--- src/rtl/spi_pkg.sv ---
// spi_pkg: shared state encoding for the SPI master.
package spi_pkg;
    typedef enum logic [1:0] {IDLE, SETUP, SHIFT, HOLD} spi_state_t;
endpackage

--- src/rtl/clock_divider.sv ---
// clock_divider: free-running divider producing one-cycle rise/fall strobes per Divisor clk.
module clock_divider #(
    parameter int Divisor = 4
) (
    input  logic clk,
    input  logic rst,
    output logic clk_out,
    output logic clk_pos,
    output logic clk_neg
);
    localparam int CntW = $clog2(Divisor);
    logic [CntW-1:0] cnt_q, cnt_d;
    always_comb cnt_d = (rst || cnt_q == CntW'(Divisor - 1)) ? '0 : cnt_q + 1'b1;
    always_ff @(posedge clk) cnt_q <= cnt_d;
    assign clk_pos = cnt_q == CntW'(Divisor - 1);
    assign clk_neg = cnt_q == CntW'(Divisor / 2 - 1);
    assign clk_out = cnt_q >= CntW'(Divisor / 2);
endmodule

--- src/rtl/spi_master.sv ---
// spi_master: mode-0 SPI master, one Width-bit word per transfer, MSB first.
module spi_master
    import spi_pkg::*;
#(
    parameter int Divisor = 4,
    parameter int Width   = 8
) (
    input  logic             clk,
    input  logic             rst,
    input  logic             tx_valid,
    output logic             tx_ready,
    input  logic [Width-1:0] tx_data,
    output logic             rx_valid,
    output logic [Width-1:0] rx_data,
    output logic             sck,
    output logic             mosi,
    input  logic             miso,
    output logic             cs_n
);
    localparam int BlW = $clog2(Width + 1);
    spi_state_t       state_q, state_d;
    logic [Width-1:0] tx_sr_q, tx_sr_d, rx_sr_q, rx_sr_d, rx_data_q, rx_data_d;
    logic [BlW-1:0]   bits_left_q, bits_left_d;
    logic             sck_q, sck_d, mosi_q, mosi_d, cs_n_q, cs_n_d, rx_valid_q, rx_valid_d;
    logic             clk_pos, clk_neg;
    logic [Width:0]   tx_next, rx_next;

    // Holding the divider in reset while idle restarts SCK phase on every transfer.
    clock_divider #(.Divisor(Divisor)) u_div (
        .clk(clk),
        .rst(rst || state_q == IDLE),
        .clk_out(),
        .clk_pos(clk_pos),
        .clk_neg(clk_neg)
    );

    // Widened by one bit so the shifts also elaborate for Width == 1.
    assign tx_next = {tx_sr_q, 1'b0};
    assign rx_next = {rx_sr_q, miso};

    always_comb begin
        state_d     = state_q;
        tx_sr_d     = tx_sr_q;
        rx_sr_d     = rx_sr_q;
        rx_data_d   = rx_data_q;
        bits_left_d = bits_left_q;
        sck_d       = sck_q;
        mosi_d      = mosi_q;
        cs_n_d      = cs_n_q;
        rx_valid_d  = 1'b0;
        case (state_q)
            IDLE: if (tx_valid) begin
                tx_sr_d     = tx_data;
                bits_left_d = BlW'(Width);
                mosi_d      = tx_data[Width-1];
                cs_n_d      = 1'b0;
                state_d     = SETUP;
            end
            SETUP: if (clk_pos) begin
                sck_d   = 1'b1;
                rx_sr_d = rx_next[Width-1:0];
                state_d = SHIFT;
            end
            SHIFT: if (clk_pos) begin
                sck_d   = 1'b1;
                rx_sr_d = rx_next[Width-1:0];
            end else if (clk_neg) begin
                sck_d = 1'b0;
                if (bits_left_q == BlW'(1)) begin
                    state_d = HOLD;
                end else begin
                    tx_sr_d     = tx_next[Width-1:0];
                    mosi_d      = tx_next[Width-1];
                    bits_left_d = bits_left_q - 1'b1;
                end
            end
            HOLD: if (clk_pos) begin
                cs_n_d     = 1'b1;
                rx_data_d  = rx_sr_q;
                rx_valid_d = 1'b1;
                state_d    = IDLE;
            end
            default: state_d = IDLE;
        endcase
        if (rst) begin
            state_d     = IDLE;
            tx_sr_d     = '0;
            rx_sr_d     = '0;
            rx_data_d   = '0;
            bits_left_d = '0;
            sck_d       = 1'b0;
            mosi_d      = 1'b0;
            cs_n_d      = 1'b1;
            rx_valid_d  = 1'b0;
        end
    end

    always_ff @(posedge clk) begin
        state_q     <= state_d;
        tx_sr_q     <= tx_sr_d;
        rx_sr_q     <= rx_sr_d;
        rx_data_q   <= rx_data_d;
        bits_left_q <= bits_left_d;
        sck_q       <= sck_d;
        mosi_q      <= mosi_d;
        cs_n_q      <= cs_n_d;
        rx_valid_q  <= rx_valid_d;
    end

    assign tx_ready = state_q == IDLE;
    assign rx_valid = rx_valid_q;
    assign rx_data  = rx_data_q;
    assign sck      = sck_q;
    assign mosi     = mosi_q;
    assign cs_n     = cs_n_q;
endmodule

--- config.mk ---
export PLATFORM = sky130hd
export DESIGN_NAME = spi_master
export DESIGN_NICKNAME = d
export VERILOG_FILES = /design/src/rtl/spi_pkg.sv /design/src/rtl/clock_divider.sv /design/src/rtl/spi_master.sv
export SDC_FILE = /design/constraint.sdc
export NUM_CORES = 1
export LEC_CHECK = 0
export BUFFER_PORTS_ARGS = -buffer_cell sky130_fd_sc_hd__buf_4
export CAP_MARGIN = 20
export CORE_MARGIN = 1.5
export CORE_UTILIZATION = 35
export DETAILED_ROUTE_END_ITERATION = 10
export GPL_TIMING_DRIVEN = 1
export PLACE_DENSITY = 0.57
export SYNTH_ARGS = -nofsm -noshare
export SYNTH_HDL_FRONTEND = slang
export SYNTH_SLANG_ARGS = --single-unit
--- constraint.sdc ---
create_clock -name clk -period 2.48 [get_ports clk]
set_clock_uncertainty 0.2 [all_clocks]
set_input_delay 0.744 -clock clk [delete_from_list [all_inputs] [get_ports clk]]
set_output_delay 0.744 -clock clk [all_outputs]
set_load 0.005 [all_outputs]
==> results.sh, run 1 <==
export IMPL_hold_viol=0
export IMPL_slew_viol_final=0
export IMPL_multiInputGateArea_um2=823
export IMPL_h_tree_depth=2
export IMPL_io_buffers=24
export IMPL_cp_arrival_ns=1.29
export IMPL_die_w_um=71.1
export IMPL_synthesis_area_mm2=0.00162
export IMPL_endpoint_kind="output pin"
export IMPL_path_delay_family="flip-flops"
export IMPL_timing_fmax_mhz=448
export IMPL_status="finished, final reports clean"
export IMPL_synthTopCellsByCount="35 x dfxtp_1, 30 x a21oi_1, 22 x nand2_1, 16 x nand3_1, 9 x ha_1"
export IMPL_synth_top_area_share_pct=43.1
export IMPL_fillers=444
export IMPL_synthTopCellsByArea="dfxtp_1 43%, a21oi_1 9.2%, ha_1 6.9%"
export IMPL_cts_post_setup_buffers_inserted=0
export IMPL_synth_area_per_cell_um2=8.83
export IMPL_irDropWorstVdd_mv=0.489
export IMPL_synthArstFlopShare_pct=0
export IMPL_routed_wl_um=3260
export IMPL_critPathRequiredTime_ns=1.54
export IMPL_syn_nets=205
export IMPL_p_leak_nw=0.718
export IMPL_io_pin_count=25
export IMPL_dieArea_mm2=0.00506
export IMPL_grt_max_degree=36
export IMPL_path_class="register to output pin"
export IMPL_drt_first_pass_iters=4
export IMPL_routabilityCongestion=0.720
export IMPL_drtIter0Drc=77
export IMPL_num_vias=1361
export IMPL_finalSetupViolations=0
export IMPL_worst_pin_slew_ns=0.568
export IMPL_diodes=0
export IMPL_cts_buffer_depth=2
export IMPL_yosysMostFrequentCell="dfxtp_1"
export IMPL_ant_nets=0
export IMPL_yosysSeqAreaShare_pct=43.1
export IMPL_startpoint_type="register"
export IMPL_tritoncts="done"
export IMPL_cp_cell_sequence="inv_1, ha_1, buf_4"
export IMPL_syn_inst=184
export IMPL_ys_flop_type="dfxtp_1"
export IMPL_antenna_found_initial=0
export IMPL_cts_buffers=5
export IMPL_initial_utilization_pct=36.8
export IMPL_wl_per_cell_um=12.7
export IMPL_grt_pass1_vias=1289
export IMPL_ctsHoldBuffers=0
export IMPL_slowest_delay_ns=0.39
export IMPL_crit_path_max_fanout=8
export IMPL_hold_worst_slack_ns=0.255
export IMPL_path_clk_slew_ns=0.07
export IMPL_drv_cap=0
export IMPL_clk_latency_ns=0.29
export IMPL_viasPerCell=5.30
export IMPL_synth_edf_count=0
export IMPL_min_period_ns=2.23
export IMPL_clkSinkCount=35
export IMPL_synth_seq_cells=35
export IMPL_tns_ns=0
export IMPL_core_mm2=0.00441
export IMPL_cts_resized=0
export IMPL_drive_gt1_share_pct=20.0
export IMPL_place_hpwl_um=2100
export IMPL_path_buf_inv=2
export IMPL_die_h_um=71.1
export IMPL_yosys_area_top_type="dfxtp_1"
export IMPL_seqCellArea_um2=701
export IMPL_synth_distinct_cells=33
export IMPL_fin_crit_sh_pct=90.0
export IMPL_track_usage_pct=14.1
export IMPL_root_buffer="clkbuf_8"
export IMPL_grt_ovfl_total=0
export IMPL_grt_pass1_wl_um=5700
export IMPL_syn2layout_area_growth_pct=18.0
export IMPL_yosysWarnings=0
export IMPL_hold_class="register to register"
export IMPL_rows=24
export IMPL_nets=225
export IMPL_drc=0
export IMPL_rsz0062_at_grt="false"
export IMPL_p_per_area_mw_per_mm2=1020
export IMPL_crit_slowest_cell="dfxtp_1"
export IMPL_slew_headroom_pct=62.0
## final timing paths
| kind | cells past startpoint | slack [ns] | start | end |
|---|---|---|---|---|
| worst max-delay path | 3 | 0.25 | state_q[0] | tx_ready |
| worst min register to register | 2 | 0.25 | rx_data[4] | rx_data[4] |
| worst max register to register | 6 | 0.37 | state_q[0] | bits_left_q[2] |
| worst min-delay path | 2 | 0.25 | rx_data[4] | rx_data[4] |
## cell type report
type,instances,area share [%]
clock buffer,7,4.50
clock inverter,1,0.457
inverter,8,1.57
multi-input combinational,127,43.0
sequential,35,36.6
tap,52,3.39
timing repair buffer,27,10.6
## layer usage
metal | part of all wire [%] | routed length (um) | vias to the layer above | GRT usage [%]
met2 | 43 | 1410 | 31 | 21.4
met5 | 0 | 0 | - | 0
met1 | 51 | 1680 | 622 | 19.3
met4 | 0.86 | 28 | 0 | 5.03
met3 | 4.5 | 148 | 3 | 3.85
li1 | - | - | 705 | -
## kinds of logic (layout without fill, tap and decap cells)
logic type / after synthesis / after routing / share of synthesized area (%)
AOI/OAI and AO/OA: 52 / 52 / 19.8
DFF: 35 / 35 / 43.1
buffers and inverters: 22 / 43 / 6.16
adders and majority gates: 9 / 9 / 6.93
muxes: 7 / 7 / 4.31
and+or+nand+nor: 59 / 59 / 19.6
## power by group
group,internal (mW),switching (mW),total [mW]
Combinational,0.339,0.453,0.792
Clock,0.227,0.205,0.432
Sequential,0.662,0.0662,0.728
## worst register-to-register path: cells and delay by family, from the launching register on
kind	cells	cell delay (ns)
AND/OR/NAND/NOR	2	0.70
adder cells (fa/ha/maj)	1	0.32
AO/OA/AOI/OAI	2	0.32
flip-flops	1	0.39
buffers and inverters	1	0.10
## cell usage in the layout (no fill, tap or decap)
cell type | netlist | layout
dfxtp_1 | 35 | 35
a21oi_1 | 30 | 30
buf_4 | 1 | 27
nand2_1 | 22 | 22
nand3_1 | 16 | 16
ha_1 | 9 | 9
inv_1 | 8 | 8
mux2i_1 | 7 | 7
a311oi_1 | 7 | 7
o21ai_0 | 7 | 7
clkbuf_8 | 0 | 6
nor2_1 | 4 | 4
a211oi_1 | 3 | 3
nand4b_1 | 3 | 3
nor4_1 | 2 | 2
or4_1 | 2 | 2
nor3b_2 | 1 | 1
nand2b_2 | 1 | 1
nand2_4 | 1 | 1
nand2b_4 | 1 | 1
o2111ai_1 | 1 | 1
or4b_1 | 1 | 1
o31ai_1 | 1 | 1
o2111a_1 | 1 | 1
o2111ai_2 | 1 | 1
nor3_1 | 1 | 1
or2_2 | 1 | 1
nor2b_1 | 1 | 1
and2_2 | 1 | 1
nand4_1 | 1 | 1
o211a_1 | 1 | 1
clkbuf_1 | 7 | 1
clkinv_4 | 0 | 1
## flip-flops by register name, indices dropped and copies added, names as in the netlist
register and flops:
state_q 2, cs_n 1, u_div.cnt_q 2, rx_data 8, rx_sr_q 8, bits_left_q 4, sck 1, rx_valid 1
tx_sr_q 7, mosi 1
## metrics by stage
| stage | total power [mW] | instances | instance area [um^2] | worst slack, ns | utilization (%) |
|---|---|---|---|---|---|
| finish | 1.95 | 257 | 1920 | 0.247 | 43.4 |
| global route | 2.11 | 257 | 1920 | 0.170 | 43.4 |
| CTS | 1.97 | 257 | 1920 | 0.235 | 43.4 |
| detailed placement | 1.53 | 249 | 1820 | 0.350 | 41.3 |
| global placement | 1.52 | 249 | 1820 | 0.400 | 41.3 |
| floorplan | 1.35 | 184 | 1620 | 0.561 | - |
Note: power is estimated with default switching activity, not from simulation.
==> inputs of run 2 (changes only) <==
--- a/config.mk
+++ b/config.mk
@@ -11,7 +11,7 @@
 export CORE_UTILIZATION = 35
 export DETAILED_ROUTE_END_ITERATION = 10
 export GPL_TIMING_DRIVEN = 1
-export PLACE_DENSITY = 0.57
+export PLACE_DENSITY = 0.59
 export SYNTH_ARGS = -nofsm -noshare
 export SYNTH_HDL_FRONTEND = slang
 export SYNTH_SLANG_ARGS = --single-unit
==> constraint.sdc (replaced) <==
create_clock -name clk -period 2.05 [get_ports clk]
set_clock_uncertainty 0.2 [all_clocks]
set_input_delay 0.615 -clock clk [delete_from_list [all_inputs] [get_ports clk]]
set_output_delay 0.615 -clock clk [all_outputs]
set_load 0.005 [all_outputs]
==> run 2 against run 1 <==
  * Critical path depth grew 1
  * Utilization grew 3.3 points
  * Cell count grew 3.9%
  * Combinational power grew 46%
  * Via count grew 1.8%
  * Clock power grew 72%
==> results.sh, run 2 (synthesis results as in run 1) <==
export IMPL_critPathRequiredTime_ns=1.23
export IMPL_power_mw=2.78
export IMPL_final_common_cell="buf_4"
export IMPL_cp_common_cell="buf_4"
export IMPL_die_h_um=71.1
export IMPL_wl_per_cell_um=12.9
export IMPL_timing_fmax_mhz=496
export IMPL_grt_max_degree=24
export IMPL_post_dp_cell_area_mm2=0.00191
export IMPL_grt_ovfl_total=0
export IMPL_grt_pass1_vias=1273
export IMPL_rows=24
export IMPL_io_buffers=24
export IMPL_routabilityCongestion=0.794
export IMPL_path_clk_slew_ns=0.07
export IMPL_drv_cap=0
export IMPL_cts_buffers=5
export IMPL_status="finished, final reports clean"
export IMPL_tns_ns=0
export IMPL_endpoint_kind="output pin"
export IMPL_drtIter0Drc=95
export IMPL_hold_worst_slack_ns=0.255
export IMPL_fin_util_pct=46.7
export IMPL_cts_buffer_depth=2
export IMPL_worst_pin_slew_ns=0.306
export IMPL_setup_ws_ns=0.0336
export IMPL_syn2layout_area_growth_pct=27.0
export IMPL_p_leak_nw=0.793
export IMPL_dieArea_mm2=0.00506
export IMPL_min_period_ns=2.02
export IMPL_track_usage_pct=14.5
export IMPL_initial_utilization_pct=36.8
export IMPL_dpl_worst_slack_ns=0.0298
export IMPL_place_hpwl_um=2270
export IMPL_path_class="register to output pin"
export IMPL_io_pin_count=25
export IMPL_antenna_found_initial=0
export IMPL_ff2ff_path_depth=6
export IMPL_clkSinkCount=35
export IMPL_startpoint_type="register"
export IMPL_ctsHoldBuffers=0
export IMPL_path_delay_family="buffers and inverters"
export IMPL_viasPerCell=5.19
export IMPL_ant_nets=0
export IMPL_crit_reg2reg_launch="bits_left_q[1]"
export IMPL_path_buf_inv=3
export IMPL_slowest_delay_ns=0.32
export IMPL_drc=0
export IMPL_diodes=0
export IMPL_mostFrequentLayoutCells="35 x buf_4, 33 x dfxtp_1, 30 x a21oi_1, 22 x nand2_1, 16 x nand3_1"
export IMPL_cp_num_cells=4
export IMPL_dp_cells=257
export IMPL_design_area_mm2=0.00206
export IMPL_hold_viol=0
export IMPL_num_vias=1386
export IMPL_fin_cells=267
export IMPL_slew_viol_final=0
export IMPL_core_mm2=0.00441
export IMPL_r2r_end="state_q[0]"
export IMPL_irDropWorstVdd_mv=0.668
export IMPL_drive_gt1_share_pct=25.6
export IMPL_startpoint="state_q[0]"
export IMPL_fin_crit_sh_pct=98.4
export IMPL_root_buffer="clkbuf_8"
export IMPL_crit_path_max_fanout=7
export IMPL_routed_wl_um=3450
export IMPL_p_per_area_mw_per_mm2=1350
export IMPL_cp_arrival_ns=1.20
export IMPL_grt_pass1_wl_um=5840
export IMPL_hold_class="register to register"
export IMPL_tritoncts="done"
export IMPL_regToRegSetupSlack_ns=0.16
export IMPL_clk_latency_ns=0.29
export IMPL_nets=235
export IMPL_finalSetupViolations=0
export IMPL_cp_cell_sequence="inv_1, ha_2, buf_4, buf_4"
export IMPL_die_w_um=71.1
export IMPL_crit_path_end="tx_ready"
export IMPL_h_tree_depth=2
export IMPL_crit_slowest_cell="dfxtp_2"
export IMPL_drt_first_pass_iters=4
export IMPL_slew_headroom_pct=79.6
[run 2: cell count changes in the layout (fill, tap and decap cells not counted)]
| cell | change |
|---|---|
| ha_1 | -2 |
| buf_12 | +2 |
| clkinv_4 | -1 |
| ha_2 | +2 |
| dfxtp_1 | -2 |
| bufinv_16 | +2 |
| buf_4 | +8 |
| dfxtp_2 | +2 |
| clkbuf_8 | -1 |
[run 2: worst min path at each step]
stage                          start  depth (start not counted)    endpoint  slack, ns
after detailed placement  rx_data[3]                          2  rx_data[3]       0.25
after global routing      rx_data[0]                          2  rx_data[0]       0.28
after floorplan           rx_sr_q[7]                          2  rx_sr_q[7]       0.24
final                     rx_data[0]                          2  rx_data[0]       0.26
after CTS                 rx_data[3]                          2  rx_data[3]       0.26
after global placement    rx_data[6]                          2  rx_data[6]       0.25
[run 2: cell type report]
cell class	instances	area [um^2]
clock buffers	6	72.6
clock inverters	2	60.1
fillers	446	2350
inverters	8	30.0
multi-input cells	127	828
flip-flops and latches	35	703
well taps	52	65.1
repair buffers	37	303
[run 2: what timing repair did]
item,4_1_cts,5_1_grt
buffers inserted,2,0
endpoints found under the setup margin,1,4
resized for setup,2,2
[run 2: routing by layer]
layer	global-route usage, %	up-vias	share of wire, %
met1	19.7	641	50
met3	4.27	4	2.9
met5	0	-	0
li1	-	722	-
met2	22.0	19	46
met4	5.03	0	1.2
[run 2: power by group]
part           leakage [nW]  switching, mW  internal [mW]
clock network        0.0654          0.255          0.486
logic                 0.442          0.598          0.558
registers             0.286         0.0747          0.804
[run 2: worst register-to-register path, stage by stage (launching register included)]
cell       delay, ns
dfxtp_1         0.33
inv_1           0.08
ha_1            0.14
nor3b_2         0.22
o2111ai_1       0.17
or4_1           0.50
o211a_1         0.14
